**src/rtl/seq_arbiter.sv**
```systemverilog
// ---------------------------------------------------------------------------
// seq_arbiter
//
// Shares one serial pattern-detector FSM between four requesters. A winner is
// picked round-robin, the detector is flushed for one cycle, then the winner's
// serial bits are streamed into the detector until the burst ends (last
// marker, 16-bit limit, or the owner dropping its request). Matches reported
// by the detector (fsm_state == S2) are turned into a one-cycle pulse tagged
// with the owner, and counted in a saturating 8-bit counter.
//
// Ports
//   clk         in   clock, all logic on rising edge
//   rst         in   synchronous active-high reset
//   req         in   [3:0] per-requester request level, held for whole burst
//   req_bit     in   [3:0] per-requester serial data bit
//   req_last    in   [3:0] per-requester last-bit marker (owner line only)
//   fsm_state   in   [1:0] detector state: 00 IDLE, 01 S1, 10 S2
//   grant       out  [3:0] one-hot grant, registered
//   fsm_in      out  serial bit to the detector
//   fsm_rst     out  reset pulse to the detector
//   busy        out  high whenever the controller is not idle
//   match_pulse out  one-cycle pulse per detected S2
//   match_id    out  [1:0] owner index tied to match_pulse
//   match_cnt   out  [7:0] saturating count of matches since reset
// ---------------------------------------------------------------------------
module seq_arbiter (
  input  logic       clk,
  input  logic       rst,
  input  logic [3:0] req,
  input  logic [3:0] req_bit,
  input  logic [3:0] req_last,
  input  logic [1:0] fsm_state,
  output logic [3:0] grant,
  output logic       fsm_in,
  output logic       fsm_rst,
  output logic       busy,
  output logic       match_pulse,
  output logic [1:0] match_id,
  output logic [7:0] match_cnt
);

  typedef enum logic [1:0] {
    IDLE    = 2'd0,
    FLUSH   = 2'd1,
    STREAM  = 2'd2,
    RELEASE = 2'd3
  } state_e;

  state_e     state_q;
  logic [1:0] owner_q;
  logic [1:0] lastWinner_q;
  logic [3:0] grant_q;
  logic [3:0] bitCnt_q;
  logic       matchPulse_q;
  logic [1:0] matchId_q;
  logic [7:0] matchCnt_q;

  logic [1:0] winner_d;
  logic [1:0] candidate;
  logic       found;
  logic       ownerReq;
  logic       ownerLast;
  logic       matchDet;

  // Round-robin pick: scan the four requesters starting one past the last
  // winner; the fourth candidate wraps back onto the last winner itself so a
  // lone requester can win again.
  always_comb begin
    winner_d  = lastWinner_q;
    candidate = lastWinner_q;
    found     = 1'b0;
    for (int i = 1; i <= 4; i++) begin
      candidate = lastWinner_q + 2'(i);
      if (!found && req[candidate]) begin
        winner_d = candidate;
        found    = 1'b1;
      end
    end
  end

  // Only the owner's lines matter once a burst has started; everyone else is
  // ignored until the controller is back in IDLE.
  assign ownerReq  = req[owner_q];
  assign ownerLast = req_last[owner_q];

  // The data bit passes straight through while streaming, but is forced low
  // in an abort cycle (owner has dropped its request) so no stray bit reaches
  // the detector.
  assign fsm_in = (state_q == STREAM) && ownerReq && req_bit[owner_q];

  // The detector is held in reset both while the arbiter itself is in reset
  // and during the one-cycle flush before each stream.
  assign fsm_rst = rst || (state_q == FLUSH);

  // Detector state is only trusted while it is fed by the owner's stream or
  // is settling in the cycle after it; IDLE and FLUSH values are stale.
  assign matchDet = ((state_q == STREAM) || (state_q == RELEASE)) &&
                    (fsm_state == 2'b10);

  assign busy        = (state_q != IDLE);
  assign grant       = grant_q;
  assign match_pulse = matchPulse_q;
  assign match_id    = matchId_q;
  assign match_cnt   = matchCnt_q;

  // Main controller. Reset lands in IDLE with last winner 3 so requester 0
  // has first priority. A reset mid-burst simply abandons the burst: no
  // RELEASE cycle, and any pending match report is discarded. The match
  // pulse is registered one cycle after detection and the counter steps on
  // the same edge, stopping at 255.
  always_ff @(posedge clk) begin
    if (rst) begin
      state_q      <= IDLE;
      owner_q      <= 2'd0;
      lastWinner_q <= 2'd3;
      grant_q      <= 4'b0000;
      bitCnt_q     <= 4'd0;
      matchPulse_q <= 1'b0;
      matchId_q    <= 2'd0;
      matchCnt_q   <= 8'd0;
    end else begin
      matchPulse_q <= matchDet;
      if (matchDet) begin
        matchId_q <= owner_q;
        if (matchCnt_q != 8'hFF) begin
          matchCnt_q <= matchCnt_q + 8'd1;
        end
      end

      case (state_q)
        IDLE: begin
          if (req != 4'b0000) begin
            owner_q <= winner_d;
            state_q <= FLUSH;
          end
        end
        FLUSH: begin
          grant_q  <= 4'b0001 << owner_q;
          bitCnt_q <= 4'd0;
          state_q  <= STREAM;
        end
        STREAM: begin
          if (!ownerReq) begin
            grant_q <= 4'b0000;
            state_q <= RELEASE;
          end else begin
            bitCnt_q <= bitCnt_q + 4'd1;
            if (ownerLast || (bitCnt_q == 4'd15)) begin
              grant_q <= 4'b0000;
              state_q <= RELEASE;
            end
          end
        end
        RELEASE: begin
          lastWinner_q <= owner_q;
          state_q      <= IDLE;
        end
        default: begin
          grant_q <= 4'b0000;
          state_q <= IDLE;
        end
      endcase
    end
  end

endmodule

```
**config.mk**
```make
export PLATFORM = sky130hd
export DESIGN_NAME = seq_arbiter
export DESIGN_NICKNAME = d
export VERILOG_FILES = /design/src/rtl/seq_arbiter.sv
export SDC_FILE = /design/constraint.sdc
export NUM_CORES = 1
export LEC_CHECK = 0
export CORE_MARGIN = 2
export CORE_UTILIZATION = 40
export DETAILED_ROUTE_END_ITERATION = 8
export PLACE_DENSITY = 0.66
export RECOVER_POWER = 50
export SYNTH_ARGS = -nofsm -noshare
export SYNTH_HDL_FRONTEND = slang
export SYNTH_SLANG_ARGS = --single-unit
export TNS_END_PERCENT = 20
```
**constraint.sdc**
```tcl
create_clock -name clk -period 1.8 [get_ports clk]
set_input_delay 0.27 -clock clk [delete_from_list [all_inputs] [get_ports clk]]
set_output_delay 0.27 -clock clk [all_outputs]
set_load 0.01 [all_outputs]
```
==> flow_summary.ini, run 1 <==
[drt]
antenna_left = 0
drt_iter0_drc = 25
avgViaCountPerCell = 5.389
num_vias = 1385
route.detailed.drc = 0
wl_per_cell_microns = 14.19
drt_wl_total_microns = 3647
drtPass1Iterations = 4

[placed_design]
place_ws_ns = -0.2738
io_buffers = 33
place_area_sq_um = 1929
gp_congestion = 0.8441
placed_cells = 249
dp_hpwl_microns = 2705

[cts]
clk_latency_ns = 0.31
cts_made_buffers = 3
cts.sinks = 25
worst_setup_hold_path_clk_slew_ns = 0.14
cts_buffer_depth = 2
cts_tree = built
cts_hold_buffers = 0
cts-root-buf = clkbuf_4
htreeDepth = 1

[global_routing]
grt_max_degree = 24
grt_pass1_vias = 1400
overflow = 0
grtUsageTotal_pct = 18.02
grt_pass1_wl_microns = 5975
antenna_found_initial = 0

[sta]
hold_viol = 0
max_freq_mhz = 565.1
relSlewSlack_pct = 57.89
min_period_ns = 1.770
finalMaxSlewViolations = 0
final.setup.worst_slack_ns = 0.03048
clock_skew_ns = 0.008356
min_period_over_period_pct = 98.31
tightest_slew_ns = 0.6289
finalSetupViolCount = 0
rsz0062_at_grt = yes

[yosys]
netlist_area_sq_um = 1418
synth_fp_nets = 176
ys_seq_elements = 25
yosysSeqAreaShare_pct = 35.30
syn-mean-instance-area_sq_um = 9.205
yosys_warnings = 0
synthCells = 154
ys_types = 44

[setup_path]
slowest_stage = dfxtp_2
crit_type = register to output port
path_delay_family = simple AND/OR/NAND/NOR gates
path_cells = inv_2 > ha_4 > or2b_4 > o22ai_2 > and2_1 > buf_2
cp-start-kind = register
critPathBufInv = 2
worstPathArrival_ns = 1.50
crit_fanout = 2
cp_num_cells = 6
r2r_cells = 7
rrSetupSlack_ns = 0.04
worst_ep_required_time_ns = 1.53
r2r-start = state_q[0]$_SDFFE_PP0P_
endpoint_kind = output port
slowest_delay_ns = 0.35
timing.rr.end = match_cnt[2]$_SDFFE_PP0P_

[min_path]
min-delay-start = grant[0]$_SDFFE_PP0P_
worst_hold_path.num_cells = 2
holdPathEnd = grant[0]$_SDFFE_PP0P_
hold_class = register to register

[outcome]
status = complete, no violations

[layout]
final_cell_mix = 30 x clkdlybuf4s50_1, 26 x buf_4, 21 x dfxtp_1
final_common_cell = clkdlybuf4s50_1
n_fill_cell = 330
fin_nets = 234
antennaDiodeCount = 0
drive_gt1_share_pct = 26.54
fin_cells = 257
area_growth_pct = 43.95
fin_area_sq_um = 2041

[floorplan]
fp.coreArea_sq_um = 3363
dieArea_sq_um = 4036
die_x_microns = 63.53
fp-row-count = 21
initial_core_util_pct = 42.15
die_y_microns = 63.53
io_pins = 34

[power_and_ir_drop]
p_sw_uw = 684.5
sw_frac_of_total_pct = 35.67
power.density_nw_per_um2 = 940.4
p_clk_share_pct = 13.0
pwr-share-seq_pct = 37.4
ir_drop_v = 0.0004416
power.internal_uw = 1235
pwr-share-comb_pct = 49.5
p_leak_uw = 0.0007770

[run]
cap_violations = 0
stage by stage:
stage	total power [uW]	setup TNS, ns	utilization [%]	hold WS, ns
finish	1919	0	60.68	0.4622
global placement	1561	-0.9410	57.37	0.4466
detailed placement	1590	-1.570	57.37	0.4449
floorplan	1200	0	-	0.4202
CTS	1831	-0.6239	58.11	0.4648
global route	2035	-0.3872	60.68	0.4871
power groups by stage:
stage | clock network [uW] | logic [uW] | registers (uW)
4_1_cts | 255 | 868 | 708
3_5_place_dp | 0 | 879 | 711
2_1_floorplan | 0 | 503 | 697
5_1_grt | 281 | 1020 | 731
6_report | 250 | 951 | 719
3_3_place_gp | 0 | 853 | 708
synthesized netlist by cell type:
cell type  count  area share (%)
o21a_1         1            0.53
o211a_1        1            0.71
o21ai_0        2            0.71
nor3b_1        1            0.53
and4_1         1            0.62
or2b_2         1            0.62
nor2_1         8             2.1
inv_1         13             3.4
clkbuf_1       4             1.1
or2_2          1            0.44
and4_4         1            0.79
nand2b_1       3             1.3
a31oi_4        1             1.5
o22a_1         1            0.62
and3_1         1            0.44
a2bb2oi_1      1            0.62
or3_1          2            0.88
mux2_2         3             2.4
o22ai_2        1            0.88
o31ai_1        2             1.1
a31oi_1        2            0.88
a22oi_1        1            0.53
buf_6          3             2.4
mux2i_1        6             4.2
o311ai_0       2             1.2
nor3_1         1            0.35
ha_1           6             5.3
and2_1         2            0.88
nand2_1       11             2.9
nor2b_1        3             1.3
nand3b_1       2             1.1
a211o_1        1            0.62
a21oi_1       10             3.5
mux4_2         1             1.6
o211ai_1       5             2.6
o221a_1        1            0.79
mux4_1         2             3.7
o41ai_1        2             1.2
o22ai_1        5             2.2
o31a_1         1            0.62
nand3_1        7             2.5
or4_1          3             1.6
nor4_1         3             1.3
dfxtp_1       25              35
final cells by class:
cell class | count | area, sq um | area share, %
clock buffers | 3 | 22.52 | 1.104
multi-input cells | 109 | 873.3 | 42.80
inverters | 13 | 48.80 | 2.391
well taps | 46 | 57.56 | 2.820
clock inverters | 1 | 5.005 | 0.2452
repair buffers | 60 | 525.5 | 25.75
flip-flops and latches | 25 | 508.0 | 24.89
flip-flops by register name, indices dropped and copies added (netlist names):
register	cells
match_id	2
state_q	2
bitCnt_q	4
match_pulse	1
match_cnt	8
owner_q	2
lastWinner_q	2
grant	4
worst max path at each step:
| stage | startpoint | end | slack, ns |
|---|---|---|---|
| floorplan | match_cnt[0]$_SDFFE_PP0P_ | match_cnt[7]$_SDFFE_PP0P_ | 0.04 |
| global placement | req_bit[1] | fsm_in | -0.26 |
| detailed placement | req_bit[1] | fsm_in | -0.27 |
| CTS | state_q[0]$_SDFFE_PP0P_ | fsm_in | -0.14 |
| global route | state_q[0]$_SDFFE_PP0P_ | match_cnt[2]$_SDFFE_PP0P_ | -0.07 |
| finish | state_q[0]$_SDFFE_PP0P_ | fsm_in | 0.03 |
routing by layer:
layer  part of all wire, %  vias up  track usage, %
met3                   2.9        2           2.143
met5                     0        -               0
met2                    50       36           34.08
li1                      -      687               -
met4                  0.52        0           4.891
met1                    46      660           21.15
cell families (layout without fill, tap and decap cells):
logic type | Yosys count | after routing | synth area share, %
AND/OR/NAND/NOR | 51 | 51 | 19.68
buffers and inverters | 20 | 77 | 6.884
AO/OA/AOI/OAI | 40 | 40 | 20.92
adder cells (fa/ha/maj) | 6 | 6 | 5.296
multiplexers | 12 | 12 | 11.92
flip-flops | 25 | 25 | 35.30
worst register-to-register path, cell delays in order (launching register included):
cell      delay [ns]
dfxtp_2         0.37
inv_2           0.05
ha_4            0.15
buf_6           0.12
o211ai_1        0.53
buf_4           0.26
o311ai_1        0.11
o41ai_1         0.08
what timing repair did:
action                     CTS  global route
setup endpoints to repair   14            15
resized for setup           13            19
pin swaps                    2             4
buffers inserted             0             4
No activity file was read; power rests on OpenSTA's default activity.
==> run 2: changes to the inputs <==
Settings changed: CORE_ASPECT_RATIO set to 1.5.
==> run 2 against run 1 <==
Clock skew decreased by 0.0050 ns. Via count decreased by 1.2%. Critical endpoint unchanged. Clock-buffer cell count increased by 1. Highest routed layer unchanged. Register-to-register slack hardly changed.
==> flow_summary.ini, run 2 (same netlist as run 1, synthesis figures left out) <==
[layout]
fin_area_sq_um = 1964
largest_reg_flops = 8
drive_gt1_share_pct = 19.90
multi_input_area_sq_um = 832.0
area_growth_pct = 38.57
final_common_cell = dfxtp_1
fin_nets = 229
antennaDiodeCount = 0
layout.area.seq_sq_um = 504.2
n_fill_cell = 331
final_cell_mix = 22 x dfxtp_1, 21 x clkdlybuf4s50_1, 19 x buf_4
post-route-util_pct = 57.51

[cts]
cts.sinks = 25
cts_hold_buffers = 0
cts_tree = built
cts_buffer_depth = 2
htreeDepth = 1
cts-root-buf = clkbuf_8
cts_made_buffers = 3
clk_latency_ns = 0.26
worst_setup_hold_path_clk_slew_ns = 0.08

[global_routing]
grt_pass1_vias = 1410
antenna_found_initial = 0
overflow = 0
grt_max_degree = 24
grtUsageTotal_pct = 19.48
grt_pass1_wl_microns = 6078

[setup_path]
cp-start-kind = register
path_delay_family = multiplexers
critPathBufInv = 1
crit_fanout = 5
slowest_stage = mux4_1
crit_type = register to output port
r2r_cells = 5
worstPathArrival_ns = 1.48
cp_num_cells = 3
worst_ep_required_time_ns = 1.53
endpoint_kind = output port
path_cells = mux4_1 > and2_1 > buf_2
slowest_delay_ns = 0.56

[sta]
final.setup.worst_slack_ns = 0.04755
max_freq_mhz = 570.6
min_period_ns = 1.752
min_period_over_period_pct = 97.36
finalMaxSlewViolations = 0
relSlewSlack_pct = 68.22
tns_ns = 0
hold_viol = 0
rsz0062_at_grt = yes
tightest_slew_ns = 0.4746
finalSetupViolCount = 0
clock_skew_ns = 0.003346

[drt]
num_vias = 1368
drt_iter0_drc = 22
antenna_left = 0
avgViaCountPerCell = 5.516
wl_per_cell_microns = 14.41
drtPass1Iterations = 4
drt_wl_total_microns = 3574
route.detailed.drc = 0

[power_and_ir_drop]
ir_drop_v = 0.0005750
p_leak_uw = 0.0007829
power.density_nw_per_um2 = 965.4
total_power_uw = 1897

[floorplan]
dieArea_sq_um = 4046
fp.coreArea_sq_um = 3416
die_y_microns = 76.91
fp-row-count = 26
initial_core_util_pct = 41.50
die_x_microns = 52.61
io_pins = 34

[outcome]
status = complete, no violations

[min_path]
worst_hold_path.num_cells = 2
hold_class = register to register

[placed_design]
dp_hpwl_microns = 2820
place_ws_ns = -0.2833
io_buffers = 33
place_area_sq_um = 1909
gp_congestion = 0.8576

[run]
cap_violations = 0
[run 2: routing by layer]
| metal | global-route usage [%] | wire (microns) | vias to the layer above |
|---|---|---|---|
| met5 | 0 | 0 | - |
| met4 | 7.692 | 65 | 0 |
| met3 | 3.502 | 112 | 6 |
| met2 | 37.00 | 1986 | 32 |
| met1 | 19.56 | 1410 | 651 |
| li1 | - | - | 679 |
[run 2: cell type report]
cell class                 count  area share (%)
inverter                      13           2.484
tap                           42           2.675
sequential                    25           25.67
timing repair buffer          55           24.52
clock buffer                   4           2.293
multi-input combinational    109           42.36
[run 2: power breakdown]
group          switching [uW]  internal (uW)  total (uW)
Clock                     168            158         326
Sequential               63.1            636         699
Combinational             416            456         871
[run 2: timing repair]
item,in CTS,in global routing
buffers inserted,0,1
gates resized for setup,9,9
pin swaps,0,2
setup endpoints to repair,3,11
[run 2: final timing paths]
kind,to,slack [ns],start
worst max-delay path,fsm_in,0.05,owner_q[0]$_SDFFE_PP0P_
worst min-delay path,grant[0]$_SDFFE_PP0P_,0.45,grant[0]$_SDFFE_PP0P_
worst max register to register,match_cnt[7]$_SDFFE_PP0P_,0.05,match_cnt[0]$_SDFFE_PP0P_
worst min register to register,grant[0]$_SDFFE_PP0P_,0.45,grant[0]$_SDFFE_PP0P_
[run 2: worst min-delay path, cell delays in order (launching register included)]
cell and delay (ns):
dfxtp_1 0.31, inv_1 0.05, o22ai_1 0.05
[run 2: per-stage QoR]
stage | hold slack (ns) | instances
floorplan | 0.4202 | 154
global placement | 0.4432 | 243
detailed placement | 0.4487 | 243
CTS | 0.4616 | 247
global route | 0.4876 | 248
finish | 0.4543 | 248
==> run 3: changes to the inputs <==
Settings changed: CELL_PAD_IN_SITES_DETAIL_PLACEMENT set to 1, CELL_PAD_IN_SITES_GLOBAL_PLACEMENT set to 1, CORE_ASPECT_RATIO 1.5 to unset, CORE_UTILIZATION 40 to 33, PLACE_DENSITY 0.66 to 0.72.
==> run 3 against run 2 <==
The flow now finishes with violations (setup timing). Register-to-register slack worse by 0.04 ns. Power increased by 4.2%. Maximum frequency fell by 8.0%. Clock power grew 8.0%. Die area grew 20%. Worst setup slack worse by 0.15 ns. Critical path depth rose by 3. Final area grew 3.4%. Sequential share of layout area shrank 0.73 points. First-iteration DRC count grew 73%. Clock skew down 0.0013 ns. Largest power group unchanged. Highest routed layer unchanged.
==> flow_summary.ini, run 3 (same netlist as run 1, synthesis figures left out) <==
[cts]
cts.sinks = 25
worst_setup_hold_path_clk_slew_ns = 0.09
htreeDepth = 1
cts_buffer_depth = 2
cts_tree = built
clk_latency_ns = 0.28
cts-root-buf = clkbuf_8
cts_made_buffers = 3

[drt]
drtPass1Iterations = 4
num_vias = 1394
route.detailed.drc = 0
drt_iter0_drc = 38
antenna_left = 0
avgViaCountPerCell = 5.445
drt_wl_total_microns = 4088
wl_per_cell_microns = 15.97

[setup_path]
path_cells = inv_1 > ha_2 > or2b_2 > o22ai_2 > and2_1 > clkdlybuf4s15_2
slowest_stage = dfxtp_1
slowest_delay_ns = 0.33
worstPathArrival_ns = 1.64
crit_fanout = 2
worst_ep_required_time_ns = 1.53
crit_type = register to output port
endpoint_kind = output port
cp-start-kind = register
crit_start = state_q[0]$_SDFFE_PP0P_
r2r-start = state_q[0]$_SDFFE_PP0P_

[placed_design]
io_buffers = 33
dp_hpwl_microns = 3076
gp_congestion = 0.7875

[global_routing]
grt_use_met2_pct = 30.24
busiest_layer = met2
overflow = 0
met3_usage_pct = 2.907
antenna_found_initial = 0
grt_pass1_vias = 1467
grtUsageTotal_pct = 17.95
grt_pass1_wl_microns = 7107
grt_max_degree = 24
grtUsageMet1_pct = 23.21

[floorplan]
dieArea_sq_um = 4836
die_x_microns = 69.54
initial_core_util_pct = 34.94
die_y_microns = 69.54
fp-row-count = 23
fp.coreArea_sq_um = 4058
io_pins = 34

[sta]
finalSetupViolCount = 1
clock_skew_ns = 0.002089
min_period_ns = 1.905
min_period_over_period_pct = 105.8
max_freq_mhz = 524.9
hold_viol = 0
tightest_slew_ns = 0.5574
final.setup.worst_slack_ns = -0.1052
finalMaxSlewViolations = 0
relSlewSlack_pct = 62.50
rsz0062_at_grt = yes
timing.hold.ws_ns = 0.4665

[min_path]
hold_class = register to register
min-delay-start = grant[0]$_SDFFE_PP0P_

[power_and_ir_drop]
pwr-share-seq_pct = 35.9
ir_drop_v = 0.0004069
p_leak_uw = 0.0007883
power.density_nw_per_um2 = 972.4
p_clk_share_pct = 17.8
pwr-share-comb_pct = 46.3
p_sw_uw = 718.1
sw_frac_of_total_pct = 36.35
power.internal_uw = 1258

[layout]
fin_nets = 229
final_cell_mix = 22 x dfxtp_1, 19 x clkdlybuf4s50_1, 18 x buf_4
area_growth_pct = 43.34
largest_reg_flops = 8
drive_gt1_share_pct = 21.84
final_common_cell = dfxtp_1
antennaDiodeCount = 0
post-route-util_pct = 50.08

[outcome]
status = finished, violations left
violations = setup timing

[run]
cap_violations = 0
[run 3: cell count changes in the layout (fill, tap and decap cells not counted), moves of 2 or more]
cell,change
clkdlybuf4s50_1,-2
o22ai_1,-3
dlygate4sd3_1,+2
o22ai_2,+3
nor4_4,+2
nor4_1,-2
[run 3: worst max-delay path, delay by kind of cell, from the launching register on]
kind,cells,cell delay (ns)
flops,1,0.33
buf+inv,2,0.28
compound gates,1,0.12
simple gates,2,0.45
fa+ha+maj,1,0.18
[run 3: final timing paths]
path | depth (start not counted) | slack (ns) | to
min | 2 | 0.47 | grant[0]$_SDFFE_PP0P_
min reg2reg | 2 | 0.47 | grant[0]$_SDFFE_PP0P_
max | 6 | -0.11 | fsm_in
max reg2reg | 7 | 0.01 | match_cnt[5]$_SDFFE_PP0P_
[run 3: what timing repair did]
| item | in CTS | in global routing |
|---|---|---|
| pin swaps | 0 | 1 |
| buffers inserted | 0 | 1 |
| gates resized for setup | 8 | 12 |
| endpoints found under the setup margin | 6 | 17 |
| hold buffers | 0 | 0 |
[run 3: metal layers]
metal / vias up / share of wire, % / wire length (microns)
li1: 684 / - / -
met1: 673 / 44 / 1810
met2: 31 / 51 / 2083
met3: 6 / 3.2 / 132
met4: 0 / 1.5 / 61
met5: - / 0 / 0
[run 3: power groups by stage]
stage / combinational (uW) / sequential [uW] / clock (uW)
after floorplan: 503 / 697 / 0
after global placement: 878 / 706 / 0
after detailed placement: 913 / 714 / 0
after CTS: 907 / 706 / 361
after global routing: 1010 / 724 / 386
final: 914 / 710 / 352
[run 3: stage by stage]
stage | cells | setup TNS, ns | area, sq um | setup slack (ns) | total power, uW
after floorplan | 154 | 0 | 1418 | 0.04221 | 1200
after global placement | 251 | -1.041 | 1932 | -0.2634 | 1584
after detailed placement | 251 | -1.621 | 1932 | -0.2702 | 1627
after CTS | 255 | -0.1626 | 1983 | -0.1139 | 1974
after global routing | 256 | -1.157 | 2032 | -0.2045 | 2118
final | 256 | -0.1052 | 2032 | -0.1052 | 1976
[run 3: area by class of cell]
class	instances	area, sq um
multi-input combinational	109	870.8
fill	485	2026
timing repair buffer	55	494.2
clock buffer	3	41.29
inverter	13	48.80
clock inverter	1	7.507
tap	50	62.56
sequential	25	506.7
